===== src/rtl/muldiv_pkg.sv =====
// Shared types and defaults for the multiply/divide issue controller.
// Operation encoding, controller state and operand/result layout defaults.
package muldiv_pkg;

    localparam logic OP_MUL = 1'b0;
    localparam logic OP_DIV = 1'b1;

    localparam int DW_DEF      = 64;
    localparam int REM_LSB_DEF = 64;

    typedef enum logic [1:0] {
        IDLE  = 2'd0,
        ISSUE = 2'd1,
        WAIT  = 2'd2,
        DONE  = 2'd3
    } state_t;

endpackage


===== src/rtl/muldiv_issue_ctrl_if.sv =====
// Request, unit and response signals of the multiply/divide issue controller.
// The slave modport is the controller; master is the requester/unit side.
interface muldiv_issue_ctrl_if
    import muldiv_pkg::*;
#(
    parameter int DW = DW_DEF
);
    // Both channels are strict valid/ready: a transfer happens on a clock edge
    // where valid and ready are both 1; a raised valid and its payload hold
    // until that edge, and valid never waits on ready.
    logic            req_valid;
    logic            req_ready;
    logic            req_op;
    logic [DW-1:0]   req_a;
    logic [DW-1:0]   req_b;

    logic [DW-1:0]   core_a;
    logic [DW-1:0]   core_b;
    logic            core_m_d;
    logic            core_start;
    logic [2*DW:0]   core_result;
    logic            core_ready;

    logic            rsp_valid;
    logic            rsp_ready;
    logic [DW-1:0]   rsp_hi;
    logic [DW-1:0]   rsp_lo;
    logic            rsp_dz;
    logic            rsp_timeout;

    modport master (
        output req_valid, req_op, req_a, req_b,
        output core_result, core_ready,
        output rsp_ready,
        input  req_ready,
        input  core_a, core_b, core_m_d, core_start,
        input  rsp_valid, rsp_hi, rsp_lo, rsp_dz, rsp_timeout
    );

    modport slave (
        input  req_valid, req_op, req_a, req_b,
        input  core_result, core_ready,
        input  rsp_ready,
        output req_ready,
        output core_a, core_b, core_m_d, core_start,
        output rsp_valid, rsp_hi, rsp_lo, rsp_dz, rsp_timeout
    );

endinterface


===== src/rtl/muldiv_rsp_split.sv =====
// Splits the unit's wide result into the two response words for the current op.
// The low word is the product low half or the quotient; both sit at bit 0.
module muldiv_rsp_split
    import muldiv_pkg::*;
#(
    parameter int DW      = DW_DEF,
    parameter int REM_LSB = REM_LSB_DEF
) (
    input  logic          op,
    input  logic [2*DW:0] result,
    output logic [DW-1:0] hi,
    output logic [DW-1:0] lo
);

    // The top result bit carries nothing the response needs.
    logic unused_msb;
    assign unused_msb = result[2*DW];

    always_comb begin
        lo = result[DW-1:0];
        hi = result[2*DW-1:DW];
        if (op == OP_DIV) begin
            hi = result[REM_LSB +: DW];
        end
    end

endmodule


===== src/rtl/muldiv_issue_ctrl.sv =====
// Front-end FSM for the iterative multiply/divide unit: accept, start, wait
// (bounded by a watchdog), then hold the response until it is taken.
module muldiv_issue_ctrl
    import muldiv_pkg::*;
#(
    parameter int DW      = DW_DEF,
    parameter int TIMEOUT = 200,
    parameter int REM_LSB = REM_LSB_DEF
) (
    input  logic               clk,
    input  logic               reset,
    muldiv_issue_ctrl_if.slave bus,
    output state_t             state
);

    localparam int            CW       = $clog2(TIMEOUT) + 1;
    localparam logic [CW-1:0] CNT_LAST = CW'(TIMEOUT - 1);

    logic [CW-1:0] cnt;
    logic [DW-1:0] split_hi;
    logic [DW-1:0] split_lo;

    muldiv_rsp_split #(
        .DW      (DW),
        .REM_LSB (REM_LSB)
    ) u_split (
        .op     (bus.core_m_d),
        .result (bus.core_result),
        .hi     (split_hi),
        .lo     (split_lo)
    );

    always_ff @(posedge clk or negedge reset) begin
        if (!reset) begin
            state           <= IDLE;
            cnt             <= '0;
            bus.req_ready   <= 1'b0;
            bus.core_a      <= '0;
            bus.core_b      <= '0;
            bus.core_m_d    <= 1'b0;
            bus.core_start  <= 1'b0;
            bus.rsp_valid   <= 1'b0;
            bus.rsp_hi      <= '0;
            bus.rsp_lo      <= '0;
            bus.rsp_dz      <= 1'b0;
            bus.rsp_timeout <= 1'b0;
        end else begin
            bus.core_start <= 1'b0;
            case (state)
                IDLE: begin
                    bus.req_ready <= 1'b1;
                    if (bus.req_valid && bus.req_ready) begin
                        bus.req_ready <= 1'b0;
                        bus.core_m_d  <= bus.req_op;
                        bus.core_a    <= bus.req_a;
                        bus.core_b    <= bus.req_b;
                        if (bus.req_op == OP_DIV && bus.req_b == '0) begin
                            state         <= DONE;
                            bus.rsp_valid <= 1'b1;
                            bus.rsp_lo    <= '1;
                            bus.rsp_hi    <= bus.req_a;
                            bus.rsp_dz    <= 1'b1;
                        end else begin
                            state          <= ISSUE;
                            bus.core_start <= 1'b1;
                        end
                    end
                end
                ISSUE: begin
                    cnt   <= '0;
                    state <= WAIT;
                end
                WAIT: begin
                    // cnt == 0 marks the first WAIT cycle, where ready may be stale.
                    if (cnt != '0 && bus.core_ready) begin
                        state         <= DONE;
                        bus.rsp_valid <= 1'b1;
                        bus.rsp_hi    <= split_hi;
                        bus.rsp_lo    <= split_lo;
                    end else if (cnt == CNT_LAST) begin
                        state           <= DONE;
                        bus.rsp_valid   <= 1'b1;
                        bus.rsp_timeout <= 1'b1;
                        bus.rsp_hi      <= '0;
                        bus.rsp_lo      <= '0;
                    end else begin
                        cnt <= cnt + 1'b1;
                    end
                end
                DONE: begin
                    if (bus.rsp_ready) begin
                        state           <= IDLE;
                        bus.req_ready   <= 1'b1;
                        bus.rsp_valid   <= 1'b0;
                        bus.rsp_dz      <= 1'b0;
                        bus.rsp_timeout <= 1'b0;
                    end
                end
                default: state <= IDLE;
            endcase
        end
    end

endmodule


===== src/flat_wrapper.sv =====
// flat-port wrapper written by rule: the top's interface ports become plain ports
module muldiv_issue_ctrl_flat import muldiv_pkg::*;
#(
    parameter int DW      = DW_DEF,
    parameter int TIMEOUT = 200,
    parameter int REM_LSB = REM_LSB_DEF
)
  (clk, reset, state, bus_req_valid, bus_req_op, bus_req_a, bus_req_b, bus_core_result, bus_core_ready, bus_rsp_ready, bus_req_ready, bus_core_a, bus_core_b, bus_core_m_d, bus_core_start, bus_rsp_valid, bus_rsp_hi, bus_rsp_lo, bus_rsp_dz, bus_rsp_timeout);
  muldiv_issue_ctrl_if #(.DW(DW)) bus_i ();
  input  logic clk;
  input  logic reset;
  output state_t state;
  input wire logic [$bits(bus_i.req_valid)-1:0] bus_req_valid;
  input wire logic [$bits(bus_i.req_op)-1:0] bus_req_op;
  input wire logic [$bits(bus_i.req_a)-1:0] bus_req_a;
  input wire logic [$bits(bus_i.req_b)-1:0] bus_req_b;
  input wire logic [$bits(bus_i.core_result)-1:0] bus_core_result;
  input wire logic [$bits(bus_i.core_ready)-1:0] bus_core_ready;
  input wire logic [$bits(bus_i.rsp_ready)-1:0] bus_rsp_ready;
  output wire logic [$bits(bus_i.req_ready)-1:0] bus_req_ready;
  output wire logic [$bits(bus_i.core_a)-1:0] bus_core_a;
  output wire logic [$bits(bus_i.core_b)-1:0] bus_core_b;
  output wire logic [$bits(bus_i.core_m_d)-1:0] bus_core_m_d;
  output wire logic [$bits(bus_i.core_start)-1:0] bus_core_start;
  output wire logic [$bits(bus_i.rsp_valid)-1:0] bus_rsp_valid;
  output wire logic [$bits(bus_i.rsp_hi)-1:0] bus_rsp_hi;
  output wire logic [$bits(bus_i.rsp_lo)-1:0] bus_rsp_lo;
  output wire logic [$bits(bus_i.rsp_dz)-1:0] bus_rsp_dz;
  output wire logic [$bits(bus_i.rsp_timeout)-1:0] bus_rsp_timeout;
  assign bus_i.req_valid = bus_req_valid;
  assign bus_i.req_op = bus_req_op;
  assign bus_i.req_a = bus_req_a;
  assign bus_i.req_b = bus_req_b;
  assign bus_i.core_result = bus_core_result;
  assign bus_i.core_ready = bus_core_ready;
  assign bus_i.rsp_ready = bus_rsp_ready;
  assign bus_req_ready = bus_i.req_ready;
  assign bus_core_a = bus_i.core_a;
  assign bus_core_b = bus_i.core_b;
  assign bus_core_m_d = bus_i.core_m_d;
  assign bus_core_start = bus_i.core_start;
  assign bus_rsp_valid = bus_i.rsp_valid;
  assign bus_rsp_hi = bus_i.rsp_hi;
  assign bus_rsp_lo = bus_i.rsp_lo;
  assign bus_rsp_dz = bus_i.rsp_dz;
  assign bus_rsp_timeout = bus_i.rsp_timeout;
  muldiv_issue_ctrl #(.DW(DW), .TIMEOUT(TIMEOUT), .REM_LSB(REM_LSB)) u_core (.clk(clk), .reset(reset), .bus(bus_i), .state(state));
endmodule

===== config.mk =====
export PLATFORM = sky130hd
export DESIGN_NAME = muldiv_issue_ctrl_flat
export DESIGN_NICKNAME = d
export VERILOG_FILES = /design/src/rtl/muldiv_pkg.sv /design/src/rtl/muldiv_issue_ctrl_if.sv /design/src/rtl/muldiv_rsp_split.sv /design/src/rtl/muldiv_issue_ctrl.sv /design/src/flat_wrapper.sv
export SDC_FILE = /design/constraint.sdc
export NUM_CORES = 1
export LEC_CHECK = 0
export BUFFER_PORTS_ARGS = -buffer_cell sky130_fd_sc_hd__buf_2
export CORE_AREA = 2 2 203 205
export CTS_BUF_LIST = sky130_fd_sc_hd__clkbuf_2
export CTS_CLUSTER_DIAMETER = 120
export DETAILED_ROUTE_END_ITERATION = 7
export DIE_AREA = 0 0 205 207
export HOLD_SLACK_MARGIN = 0.1
export PLACE_DENSITY_LB_ADDON = 0.2
export SETUP_SLACK_MARGIN = 0.02
export SLEW_MARGIN = 20
export SYNTH_ARGS = -nofsm -noshare
export SYNTH_HDL_FRONTEND = slang
export SYNTH_SLANG_ARGS = --single-unit

===== constraint.sdc =====
create_clock -name clk -period 5.57 [get_ports clk]
set_clock_uncertainty 0.1 [all_clocks]
set_input_delay 0 -clock clk [delete_from_list [all_inputs] [get_ports clk]]
set_output_delay 0 -clock clk [all_outputs]
set_load 0.01 [all_outputs]

==> qor.txt, run 1 <==
chip height - 207 um
multiplexer area fraction after synthesis - 20.9%
GP Congestion - 0.821
post-synthesis compound-gate area fraction - 6.39%
post-synthesis cell count - 1100
Mean Syn Cell Area - 11.4 sq um
Stop stage - 4_1_cts
port bufs - 525
Max clock buf depth - 3
Cell Area, Synth - 12600 sq um
synth warn - 0
Detail Placement HPWL - 26.1 mm
Post-Synth Simple-Gate Area - 11.4%
IO Pins - 527
PostCTS Resize Cnt - 0
largest family of logic cells by synthesized area - multiplexers
CTS Sinks - 273
status - stopped before the end
Seq/Total Area, Yosys - 54.3%
Hold Buf Count CTS - 444
syn nets - 1370
cts bufs inserted - 80
Post-DP Area - 15600 sq um
Row Count - 74
Post-Synth XOR/XNOR Area - 0.417%
Netlist cell types - 41
htree depth - 3
DIE WIDTH - 205 um
Post CTS Setup Buffer Count - 0
first error - [ERROR RSZ-0060] Max buffer count reached.
Post-Synth Adder-Cell Area - 0.696%
root buf cell - clkbuf_2
Initial Util - 31.2%
Synth Register Bits - 273
## cells by family after synthesis
family | Yosys count
DFF | 273
muxes | 194
buffers and inverters | 143
and+or+nand+nor | 325
xor gates and xnor gates | 6
adders and majority gates | 7
AOI/OAI and AO/OA | 152
## stage by stage
step	hold slack [ns]	instances	utilization (%)	setup WS [ns]
3_5_place_dp	-0.138	2092	38.5	1.86
2_1_floorplan	-0.396	1100	-	3.22
3_3_place_gp	-0.136	2092	38.5	1.88
## Yosys cell counts, drive strengths merged
cell type,count,area share (%)
and3,1,0.050
buf,25,2.4
o211ai,1,0.060
o31ai,2,0.12
mux2,193,21
o21ai,138,5.6
and4,1,0.080
a22oi,1,0.060
nor3,3,0.12
a2bb2oi,1,0.12
nor4b,3,0.21
mux2i,1,0.080
or4,1,0.089
or3,2,0.099
nor2b,2,0.099
o21a,1,0.060
nand4,4,0.20
ha,7,0.70
nor3b,1,0.060
inv,70,2.1
nand3,73,2.9
and4bb,1,0.099
a21oi,5,0.20
or2,1,0.050
dfrtp,273,54
a22o,1,0.070
nor4,16,0.80
nand2b,1,0.050
or4b,1,0.080
clkbuf,48,1.4
xnor2,6,0.42
o41ai,1,0.070
nand2,205,6.1
nor2,9,0.27
a21o,1,0.060
==> inputs of run 2 (changes only) <==
CTS_BUF_LIST = unset   (was sky130_fd_sc_hd__clkbuf_2)
CTS_CLUSTER_DIAMETER = unset   (was 120)
HOLD_SLACK_MARGIN = unset   (was 0.1)
PLACE_DENSITY_LB_ADDON = 0.15   (was 0.2)
SETUP_SLACK_MARGIN = unset   (was 0.02)
==> run 2 against run 1 <==
The run now ends clean. Area after synthesis is the same. Synthesized cell count is the same.
==> qor.txt, run 2 <==
period utilization - 64.5%
vias in the first global route - 11700
CP max stage delay - 0.57 ns
htree depth - 2 (-1)
Required @ worst endpoint - 5.87 ns
min-delay worst type - in2async
Synth Register Bits - 273 (unchanged)
GRT Util Overall - 19.4%
CP top delay family - simple AND/OR/NAND/NOR gates
GRT Max-Usage Layer - met2
DRT antenna net count - 0
crit-path most repeated cell - nand3_4
IO Pins - 527 (unchanged)
cts bufs inserted - 34 (-57%)
DRC - 0
largest net degree at the start of global routing - 132
unrepaired setup endpoints after global routing - false
worst slack at placement - 1.94 ns (+0.0866 ns)
port bufs - 525 (unchanged)
worst vdd ir - 252 uV
Setup TNS - 0 ns
clk slew on worst S/H paths - 0.06 ns
Initial Util - 31.2% (unchanged)
pwr dens - 536 nW/um^2
Hold Violations, Final - 0
peak fanout along the critical path - 54
CP Class - reg2reg
Cell Area, Synth - 12600 sq um (unchanged)
max cap viols - 0
PnR worst setup slack - 1.98 ns
GP Congestion - 0.800 (-2.6%)
filler cell count - 3829
total core area - 40400 sq um
WL final - 41.7 mm
main flop type after synthesis - dfrtp_1
relative max-transition margin - 30.4%
Vias - 10900
Post-synth EDFFs - 0 (unchanged)
share of layout cells above drive strength 1 - 42.0%
ANT cells - 0
worst hold margin - 0.00968 ns
Global Route met1 Usage - 23.5%
Leakage - 9.68 nW
top-count cell post-synth - dfrtp_1
fmax - 278 MHz
CTS tree - built
met3 usage - 4.53%
Row Count - 74 (unchanged)
Seq/Total Area, Yosys - 54.3% (unchanged)
Iteration-0 DRC Markers - 664
syn nets - 1370 (unchanged)
Max clock buf depth - 3 (unchanged)
commonest non-fill, non-tap cell in the layout - buf_2
Detail Placement HPWL - 27.3 mm (+4.5%)
Tot Pwr - 0.0103 W
root buf cell - clkbuf_16
Mean Syn Cell Area - 11.4 sq um (unchanged)
CTS Sinks - 273 (unchanged)
post-synthesis cell count - 1100 (unchanged)
initial antenna violation count - 0
Pins Over Slew Limit - 0
status - completed
Die ar. - 42400 sq um
slowest CP cell - nand3_4
Worst setup SP type - flop
CP arrival - 3.90 ns
# nets final - 2128
dominant cell type by area after synthesis - dfrtp_1
Final Critical Period - 3.59 ns
Synth top area share - 54.3% (unchanged)
cells along the critical path - inv_1, ha_1, nand3_4, a2bb2oi_2, nand3_4, buf_12, mux2_4
synth warn - 0 (unchanged)
area grow syn2layout - 53.4%
most frequent cells after synthesis - dfrtp_1, nand2_1, o21ai_0
chip height - 207 um (unchanged)
WL per Instance - 17.3 um
first-pass detailed-route iteration total - 5
Via density - 4.53
Worst Max-Slew Pin Slew - 1.04 ns
PostCTS Resize Cnt - 0 (unchanged)
Netlist cell types - 41 (unchanged)
buffers plus inverters on the worst setup path - 2
met2 Track Usage GR - 32.7%
Synth area leaders - dfrtp_1, mux2_4, mux2_2
crit end category - flop
most frequent cells in the layout - buf_2, dfrtp_1, dlygate4sd3_1
GR Overflow Total - 0
Async SR Flop Fraction - 100% (unchanged)
Clock Latency Late Sink - 0.52 ns
endpoints failing setup - 0
first-pass GRT wire length - 65.5 mm
DIE WIDTH - 205 um (unchanged)
[run 2: cell counts after synthesis]
No cell type changed its count.
[run 2: layer usage]
layer / vias to the layer above / wire length (um)
met5: - / 0
met4: 0 / 1670
met3: 99 / 2790
met2: 412 / 20000
met1: 5200 / 17200
li1: 5219 / -
[run 2: what timing repair did]
action                                 CTS  global route
endpoints found under the hold margin  359             0
buffers inserted                         0             0
hold buffers                           261             0
[run 2: power by group]
| group | total (W) | switching [W] | internal (W) |
|---|---|---|---|
| clock | 0.00223 | 0.000872 | 0.00136 |
| combinational | 0.00472 | 0.00241 | 0.00231 |
| sequential | 0.00340 | 0.000485 | 0.00291 |
[run 2: metrics by stage]
stage                     cells  area, sq um  util, %
after floorplan            1100        12600        -
after global placement     2093        15600     38.5
after detailed placement   2093        15600     38.5
after CTS                  2413        19300     47.8
after global routing       2413        19300     47.8
final                      2413        19300     47.8
[run 2: layout make-up]
| cell class | count | area (sq um) | share of cell area, % |
|---|---|---|---|
| tap | 532 | 666 | 3.45 |
| clock buffer | 52 | 1060 | 5.50 |
| inverter | 70 | 263 | 1.36 |
| multi-input combinational | 684 | 5050 | 26.2 |
| clock inverter | 7 | 62.6 | 0.324 |
| timing repair buffer | 795 | 5370 | 27.8 |
| sequential | 273 | 6830 | 35.4 |
[run 2: worst paths after layout]
path | depth (start not counted) | from | endpoint | slack, ns
worst max register to register | 7 | u_core.state[0]$_DFFE_PN0P_ | u_core.bus.rsp_hi[8]$_DFFE_PN0P_ | 1.98
worst min-delay path | 3 | reset | u_core.bus.rsp_hi[12]$_DFFE_PN0P_ | 0.01
worst max-delay path | 7 | u_core.state[0]$_DFFE_PN0P_ | u_core.bus.rsp_hi[8]$_DFFE_PN0P_ | 1.98
min in group clk | 3 | bus_req_b[56] | u_core.bus.core_b[56]$_DFFE_PN0P_ | 0.15
worst min register to register | 2 | u_core.bus.core_a[1]$_DFFE_PN0P_ | u_core.bus.core_a[1]$_DFFE_PN0P_ | 0.37
max in group asynchronous | 3 | reset | u_core.bus.core_b[51]$_DFFE_PN0P_ | 4.52
[run 2: logic make-up (layout without fill, tap and decap cells)]
group	count (synthesis)	in the layout	share of synthesized area, %
AOI/OAI and AO/OA	152	152	6.39
and+or+nand+nor	325	325	11.4
buffers and inverters	143	924	5.89
adders and majority gates	7	7	0.696
DFF	273	273	54.3
xor gates and xnor gates	6	6	0.417
muxes	194	194	20.9
[run 2: worst min-delay path, cell delays in order]
cell and delay, ns:
dlygate4sd3_1 0.57, buf_8 0.15, buf_16 0.30
No activity file was read; power rests on OpenSTA's default activity.
